==> src/rtl/contador_poller_if.sv <==
`default_nettype none
// ============================================================================
// Module   : contador_poller_if
// Purpose  : Counter read bus between the poller (initiator) and the
//            counter block (responder).
// Signals  : req      - read request, held while a read is outstanding
//            idx      - 2-bit index of the counter being read
//            valid    - responder indicates data_out is meaningful
//            data_out - counter value, DATA_W bits, unsigned
// Revision : 1.0 - initial release
// ============================================================================
interface contador_poller_if #(
   parameter int DATA_W = 5
) ();
   logic              req;
   logic [1:0]        idx;
   logic              valid;
   logic [DATA_W-1:0] data_out;

   modport master (
      output req,
      output idx,
      input  valid,
      input  data_out
   );

   modport slave (
      input  req,
      input  idx,
      output valid,
      output data_out
   );
endinterface
`default_nettype wire

==> src/rtl/contador_poller.sv <==
`default_nettype none
// ============================================================================
// Module   : contador_poller
// Purpose  : Initiator side of the counter read interface. On an accepted
//            start it reads counters 0..3 in order, captures each value,
//            accumulates their sum, flags reads that time out and pulses done.
// Ports    : clk         - system clock, rising edge
//            reset_L     - asynchronous active-low reset
//            start       - one-cycle poll request, honoured only in IDLE
//            bus         - counter read bus (master side: req/idx out,
//                          valid/data_out in)
//            count_0..3  - captured counter values
//            total       - sum of the four captured values (DATA_W+2 bits)
//            timeout_err - bit i set when the read of counter i timed out
//            busy        - high from accepted start until done
//            done        - one-cycle pulse at poll completion
// Revision : 1.0 - initial release
// ============================================================================
module contador_poller #(
   parameter int DATA_W  = 5,
   parameter int TIMEOUT = 8,
   parameter int NUM_CNT = 4
) (
   input  wire logic              clk,
   input  wire logic              reset_L,
   input  wire logic              start,
   contador_poller_if.master      bus,
   output logic [DATA_W-1:0]      count_0,
   output logic [DATA_W-1:0]      count_1,
   output logic [DATA_W-1:0]      count_2,
   output logic [DATA_W-1:0]      count_3,
   output logic [DATA_W+1:0]      total,
   output logic [3:0]             timeout_err,
   output logic                   busy,
   output logic                   done
);

   typedef enum logic [2:0] {
      S_IDLE = 3'd0,
      S_REQ  = 3'd1,
      S_WAIT = 3'd2,
      S_NEXT = 3'd3,
      S_DONE = 3'd4
   } state_t;

   // Last value of the wait counter before a read is declared timed out.
   localparam logic [3:0] TO_LAST  = 4'(TIMEOUT - 1);
   localparam logic [1:0] LAST_IDX = 2'(NUM_CNT - 1);

   state_t              state_q, state_d;
   logic                req_q, req_d;
   logic [1:0]          idx_q, idx_d;
   logic [DATA_W-1:0]   cnt_q [NUM_CNT];
   logic [DATA_W-1:0]   cnt_d [NUM_CNT];
   logic [DATA_W+1:0]   total_q, total_d;
   logic [3:0]          err_q, err_d;
   logic                busy_q, busy_d;
   logic                done_q, done_d;
   logic [3:0]          wcnt_q, wcnt_d;

   // State and all outputs are registered together so every output is a flop.
   always_ff @(posedge clk or negedge reset_L) begin
      if (!reset_L) begin
         state_q <= S_IDLE;
         req_q   <= 1'b0;
         idx_q   <= 2'd0;
         total_q <= '0;
         err_q   <= 4'd0;
         busy_q  <= 1'b0;
         done_q  <= 1'b0;
         wcnt_q  <= 4'd0;
         for (int i = 0; i < NUM_CNT; i++) begin
            cnt_q[i] <= '0;
         end
      end else begin
         state_q <= state_d;
         req_q   <= req_d;
         idx_q   <= idx_d;
         total_q <= total_d;
         err_q   <= err_d;
         busy_q  <= busy_d;
         done_q  <= done_d;
         wcnt_q  <= wcnt_d;
         for (int i = 0; i < NUM_CNT; i++) begin
            cnt_q[i] <= cnt_d[i];
         end
      end
   end

   // Next-state and next-output logic. req_d is set on the transition into
   // REQ so req is already high while the FSM sits in REQ, and cleared on the
   // transition into NEXT to give the responder a one-cycle gap.
   always_comb begin
      state_d = state_q;
      req_d   = req_q;
      idx_d   = idx_q;
      total_d = total_q;
      err_d   = err_q;
      busy_d  = busy_q;
      done_d  = 1'b0;
      wcnt_d  = wcnt_q;
      for (int i = 0; i < NUM_CNT; i++) begin
         cnt_d[i] = cnt_q[i];
      end

      case (state_q)
         S_IDLE: begin
            // done_q still high means this is the cycle right after DONE;
            // a start here coincides with the done pulse and is dropped.
            if (start && !done_q) begin
               state_d = S_REQ;
               req_d   = 1'b1;
               idx_d   = 2'd0;
               busy_d  = 1'b1;
               total_d = '0;
               err_d   = 4'd0;
               for (int i = 0; i < NUM_CNT; i++) begin
                  cnt_d[i] = '0;
               end
            end
         end
         S_REQ: begin
            req_d   = 1'b1;
            wcnt_d  = 4'd0;
            state_d = S_WAIT;
         end
         S_WAIT: begin
            if (bus.valid) begin
               cnt_d[idx_q] = bus.data_out;
               total_d      = total_q + {2'b00, bus.data_out};
               req_d        = 1'b0;
               state_d      = S_NEXT;
            end else if (wcnt_q == TO_LAST) begin
               err_d[idx_q] = 1'b1;
               req_d        = 1'b0;
               state_d      = S_NEXT;
            end else begin
               wcnt_d = wcnt_q + 4'd1;
            end
         end
         S_NEXT: begin
            if (idx_q == LAST_IDX) begin
               state_d = S_DONE;
            end else begin
               idx_d   = idx_q + 2'd1;
               req_d   = 1'b1;
               state_d = S_REQ;
            end
         end
         S_DONE: begin
            done_d  = 1'b1;
            busy_d  = 1'b0;
            idx_d   = 2'd0;
            state_d = S_IDLE;
         end
         default: begin
            state_d = S_IDLE;
            req_d   = 1'b0;
            busy_d  = 1'b0;
         end
      endcase
   end

   assign bus.req     = req_q;
   assign bus.idx     = idx_q;
   assign count_0     = cnt_q[0];
   assign count_1     = cnt_q[1];
   assign count_2     = cnt_q[2];
   assign count_3     = cnt_q[3];
   assign total       = total_q;
   assign timeout_err = err_q;
   assign busy        = busy_q;
   assign done        = done_q;

endmodule
`default_nettype wire

==> src/flat_wrapper.sv <==
// flat-port wrapper written by rule: the top's interface ports become plain ports
module contador_poller_flat 
#(
   parameter int DATA_W  = 5,
   parameter int TIMEOUT = 8,
   parameter int NUM_CNT = 4
)
  (clk, reset_L, start, count_0, count_1, count_2, count_3, total, timeout_err, busy, done, bus_req, bus_idx, bus_valid, bus_data_out);
  contador_poller_if #(.DATA_W(DATA_W)) bus_i ();
  input  wire logic clk;
  input  wire logic reset_L;
  input  wire logic start;
  output logic [DATA_W-1:0] count_0;
  output logic [DATA_W-1:0] count_1;
  output logic [DATA_W-1:0] count_2;
  output logic [DATA_W-1:0] count_3;
  output logic [DATA_W+1:0] total;
  output logic [3:0] timeout_err;
  output logic busy;
  output logic done;
  output wire logic [$bits(bus_i.req)-1:0] bus_req;
  output wire logic [$bits(bus_i.idx)-1:0] bus_idx;
  input wire logic [$bits(bus_i.valid)-1:0] bus_valid;
  input wire logic [$bits(bus_i.data_out)-1:0] bus_data_out;
  assign bus_req = bus_i.req;
  assign bus_idx = bus_i.idx;
  assign bus_i.valid = bus_valid;
  assign bus_i.data_out = bus_data_out;
  contador_poller #(.DATA_W(DATA_W), .TIMEOUT(TIMEOUT), .NUM_CNT(NUM_CNT)) u_core (.clk(clk), .reset_L(reset_L), .start(start), .bus(bus_i), .count_0(count_0), .count_1(count_1), .count_2(count_2), .count_3(count_3), .total(total), .timeout_err(timeout_err), .busy(busy), .done(done));
endmodule
==> config.mk <==
export PLATFORM = sky130hd
export DESIGN_NAME = contador_poller_flat
export DESIGN_NICKNAME = d
export VERILOG_FILES = /design/src/rtl/contador_poller_if.sv /design/src/rtl/contador_poller.sv /design/src/flat_wrapper.sv
export SDC_FILE = /design/constraint.sdc
export NUM_CORES = 1
export LEC_CHECK = 0
export ABC_AREA = 1
export CAP_MARGIN = 20
export CORE_MARGIN = 2
export CORE_UTILIZATION = 35
export CTS_CLUSTER_SIZE = 20
export DETAILED_ROUTE_END_ITERATION = 16
export GPL_TIMING_DRIVEN = 0
export PLACE_DENSITY = 0.57
export SLEW_MARGIN = 5
export SYNTH_ARGS = -nofsm -noshare
export SYNTH_HDL_FRONTEND = slang
export SYNTH_SLANG_ARGS = --single-unit
==> constraint.sdc <==
create_clock -name clk -period 1.55 [get_ports clk]
set_input_delay 0.155 -clock clk [delete_from_list [all_inputs] [get_ports clk]]
set_output_delay 0.155 -clock clk [all_outputs]
set_load 0.1 [all_outputs]
==> impl_results.md <==
* Root buf cell: clkbuf_8
* Antenna Diode Count at 0
* Reg-to-Reg End: u_core.total[4]$_DFFE_PN0P_
* Sequential fraction of the synthesis area at roughly half
* Worst-path cell chain: ha_4 -> inv_2 -> fa_2 -> nor2_4 -> buf_4 -> o21ai_1 -> nand2_1 -> o21ai_1
* R2R Setup Slk at 0.02 ns
* Worst-Margin Slew at ~0.55 ns
* CTS clk-pin slew, worst paths at 0.08 ns
* CP max stage cell: dfrtp_4
* Clk sinks at 43
* VDD IR max at 1.08 mV
* Mapped Cells at ~250
* CP required at 1.73 ns
* Synth Area in Compound Gates at 11.4%
* GR Overflow Total at 0
* Latest clock arrival within the worst-skew pair at between 0.2 and 0.3 ns
* Max incr delay on CP at 0.43 ns
* Dpl hpwl at 3590 um
* Rows at 28
* Worst setup EP type: flip-flop
* Count of final max-slew check failures at 0
* Iter 0 DRT Violations at 60
* Flops & latches, synth at 43
* Lkg Pwr at 1.36 nW
* Yosys warns at 0
* Endpoints failing setup at 0
* Initial antenna violation count at 0
* All-Layer GR Usage at roughly 16%
* Post-route setup TNS at 0 ns
* Fin crit period at 1.53 ns
* Chip width at 81.5 um
* Initial DRT Pass Iterations at 4
* Status: finished, final reports clean
* Total Wirelength at around 4900 um
* Gpl congestion at 0.818
* Layout area overhead at 39.2%
* Reg2Reg Depth at 8
* Syn_nets at 266
* Worst slew margin at roughly 64%
* CP dominant cell by count: o21ai_1
* Io pins at 45
* Post-synth cell types at 26
* Largest net degree at the start of global routing at 28
* Max-Cap Viols at 0
* Routed via count at approximately 1,800
* Core Area at 5850 sq um
* Simple-gate area share of the yosys netlist at 23.2%
* Critical path buffer and inverter count at 2
* Die area at 6650 sq um
* Layout cells sized above 1 at 27.6%
* Post-synthesis cell area at 2100 sq um
* Crit path kind: flip-flop to flip-flop
* Initial core utilization at 36.0%
* Routed WL per cell at 12.7 um
* Crit path launch: u_core.total[0]$_DFFE_PN0P_
* Final Hold Fails at 0
* DRC viols at 0
* Port Buf Inserts at between 40 and 50
* Crit path to: u_core.total[4]$_DFFE_PN0P_
* Final worst-path cycle share at 98.6%
* Worst path top cell family by delay: adder cells
* Max Clk Rate at 654 MHz
* CTS tree: built
* Pwr dens at 2000 nW/um^2
* CP max FO at 3
* Synth Area in XOR/XNOR at 1.25%
* Cts bufs inserted at 5
* Mean Syn Cell Area at 8.55 sq um
* Final Skew at 0.00547 ns
* # H-tree levels at 2
* Vias in the first global route at 1,717
* Final net count at between 300 and 400
* Post-synthesis mux area share at 0%
* Die Y at around 82 um
* WP depth at 8
* Vias per cell at 4.65
* Post-DRT Antenna Nets at 0
* RR Startpoint: u_core.total[0]$_DFFE_PN0P_
* First-pass GRT wire length at between 7000 and 8000 um
* Fraction of the mapped netlist area in adder cells at 6.90%
* CTS max path bufs at 2
* Worst hold-check path type: input pin to asynchronous set/reset pin
* RSZ-0062 raised after global routing: true
* Overall power at 0.00586 W
* Largest family of logic cells by synthesized area: simple AND/OR/NAND/NOR gates
* Crit path DAT at 1.70 ns
* Crit start category: flip-flop
* Final core utilization at 50.1%
synthesized netlist by cell type, drive strengths merged:
| library cell | n | area share [%] |
|---|---|---|
| o22ai | 1 | 0.30 |
| nand3b | 1 | 0.36 |
| buf | 1 | 0.54 |
| nor2 | 14 | 3.0 |
| nor3 | 2 | 0.71 |
| dfrtp | 43 | 51 |
| inv | 31 | 5.5 |
| xnor2 | 1 | 0.42 |
| fa | 1 | 0.95 |
| o21bai | 1 | 0.36 |
| o21ai | 32 | 8.1 |
| xor2 | 2 | 0.83 |
| nand2 | 76 | 14 |
| or2 | 1 | 0.30 |
| nand3 | 18 | 5.1 |
| ha | 10 | 5.9 |
| a21oi | 11 | 2.6 |
routing by layer:
metal  GRT usage [%]  wire length [um]
met5               0                 0
met4            6.10                88
met3            4.40               209
met2            25.0              2280
met1            20.7              2270
power by group:
group	total, W	internal [W]	switching, W
Clock	0.000683	0.000316	0.000367
Sequential	0.00164	0.00142	0.000220
Combinational	0.00353	0.000890	0.00264
how the worst min path moves through the flow:
stage	start	endpoint	slack, ns
2_1_floorplan	reset_L	u_core.bus.idx[1]$_DFFE_PN0P_	-0.14
3_3_place_gp	u_core.count_0[1]$_DFFE_PN0P_	u_core.count_0[1]$_DFFE_PN0P_	0.47
3_5_place_dp	reset_L	u_core.total[3]$_DFFE_PN0P_	0.12
4_1_cts	reset_L	u_core.wcnt_q[1]$_DFFE_PN0P_	0.33
5_1_grt	reset_L	u_core.wcnt_q[1]$_DFFE_PN0P_	0.36
6_report	reset_L	u_core.wcnt_q[1]$_DFFE_PN0P_	0.34
timing repair:
| item | CTS | global route |
|---|---|---|
| endpoints found under the setup margin | 52 | 24 |
| setup buffers | 0 | 8 |
| hold buffers | 1 | 0 |
| gates resized for setup | 109 | 12 |
| pin swaps | 0 | 4 |
| hold endpoints to repair | 16 | 0 |
flip-flops by register name, indices dropped and copies added (netlist names):
signal / flops
u_core.wcnt_q: 4
u_core.total: 7
u_core.count_3: 5
u_core.bus.idx: 2
u_core.count_0: 5
u_core.state_q: 3
u_core.count_2: 5
u_core.timeout_err: 4
u_core.bus.req: 1
u_core.count_1: 5
u_core.done: 1
u_core.busy: 1
cells by family (layout without fill, tap and decap cells):
group                      after synthesis  in the layout
adders and majority gates               11             11
buffers and inverters                   32             94
DFF                                     43             43
AOI/OAI and AO/OA                       45             45
and+or+nand+nor                        112            112
xor gates and xnor gates                 3              3
stage by stage:
stage	hold slack [ns]	instances	setup WS, ns	instance area, sq um
finish	0.338	383	0.0213	2930
detailed placement	0.116	366	-0.256	2690
floorplan	-0.141	246	-0.175	2140
global placement	0.466	365	-1.21	2680
global route	0.358	383	-0.0387	2930
CTS	0.326	375	0.00345	2840
cells in the final DEF, fill, tap and decap left out, types with 3 or more instances in the layout:
master / synthesis / layout
a21oi_1: 11 / 11
buf_4: 0 / 9
clkbuf_8: 0 / 5
clkdlybuf4s15_2: 0 / 35
clkdlybuf4s50_1: 0 / 7
dfrtp_1: 43 / 34
dfrtp_2: 0 / 4
dfrtp_4: 0 / 5
ha_1: 10 / 9
inv_1: 29 / 26
inv_2: 2 / 5
nand2_1: 74 / 73
nand2_2: 2 / 3
nand3_1: 16 / 14
nor2_1: 12 / 10
nor2_4: 1 / 3
o21ai_0: 21 / 19
o21ai_1: 8 / 9
o21ai_2: 3 / 4
cell type report:
cell class / count / area, sq um
clock buffers: 7 / 76.3
multi-input cells: 171 / 961
plain buffers: 1 / 11.3
clock inverters: 1 / 5.00
well taps: 75 / 93.8
fillers: 580 / 2920
flip-flops and latches: 43 / 1100
repair buffers: 54 / 567
inverters: 31 / 116
Note: power is estimated with default switching activity, not from simulation.
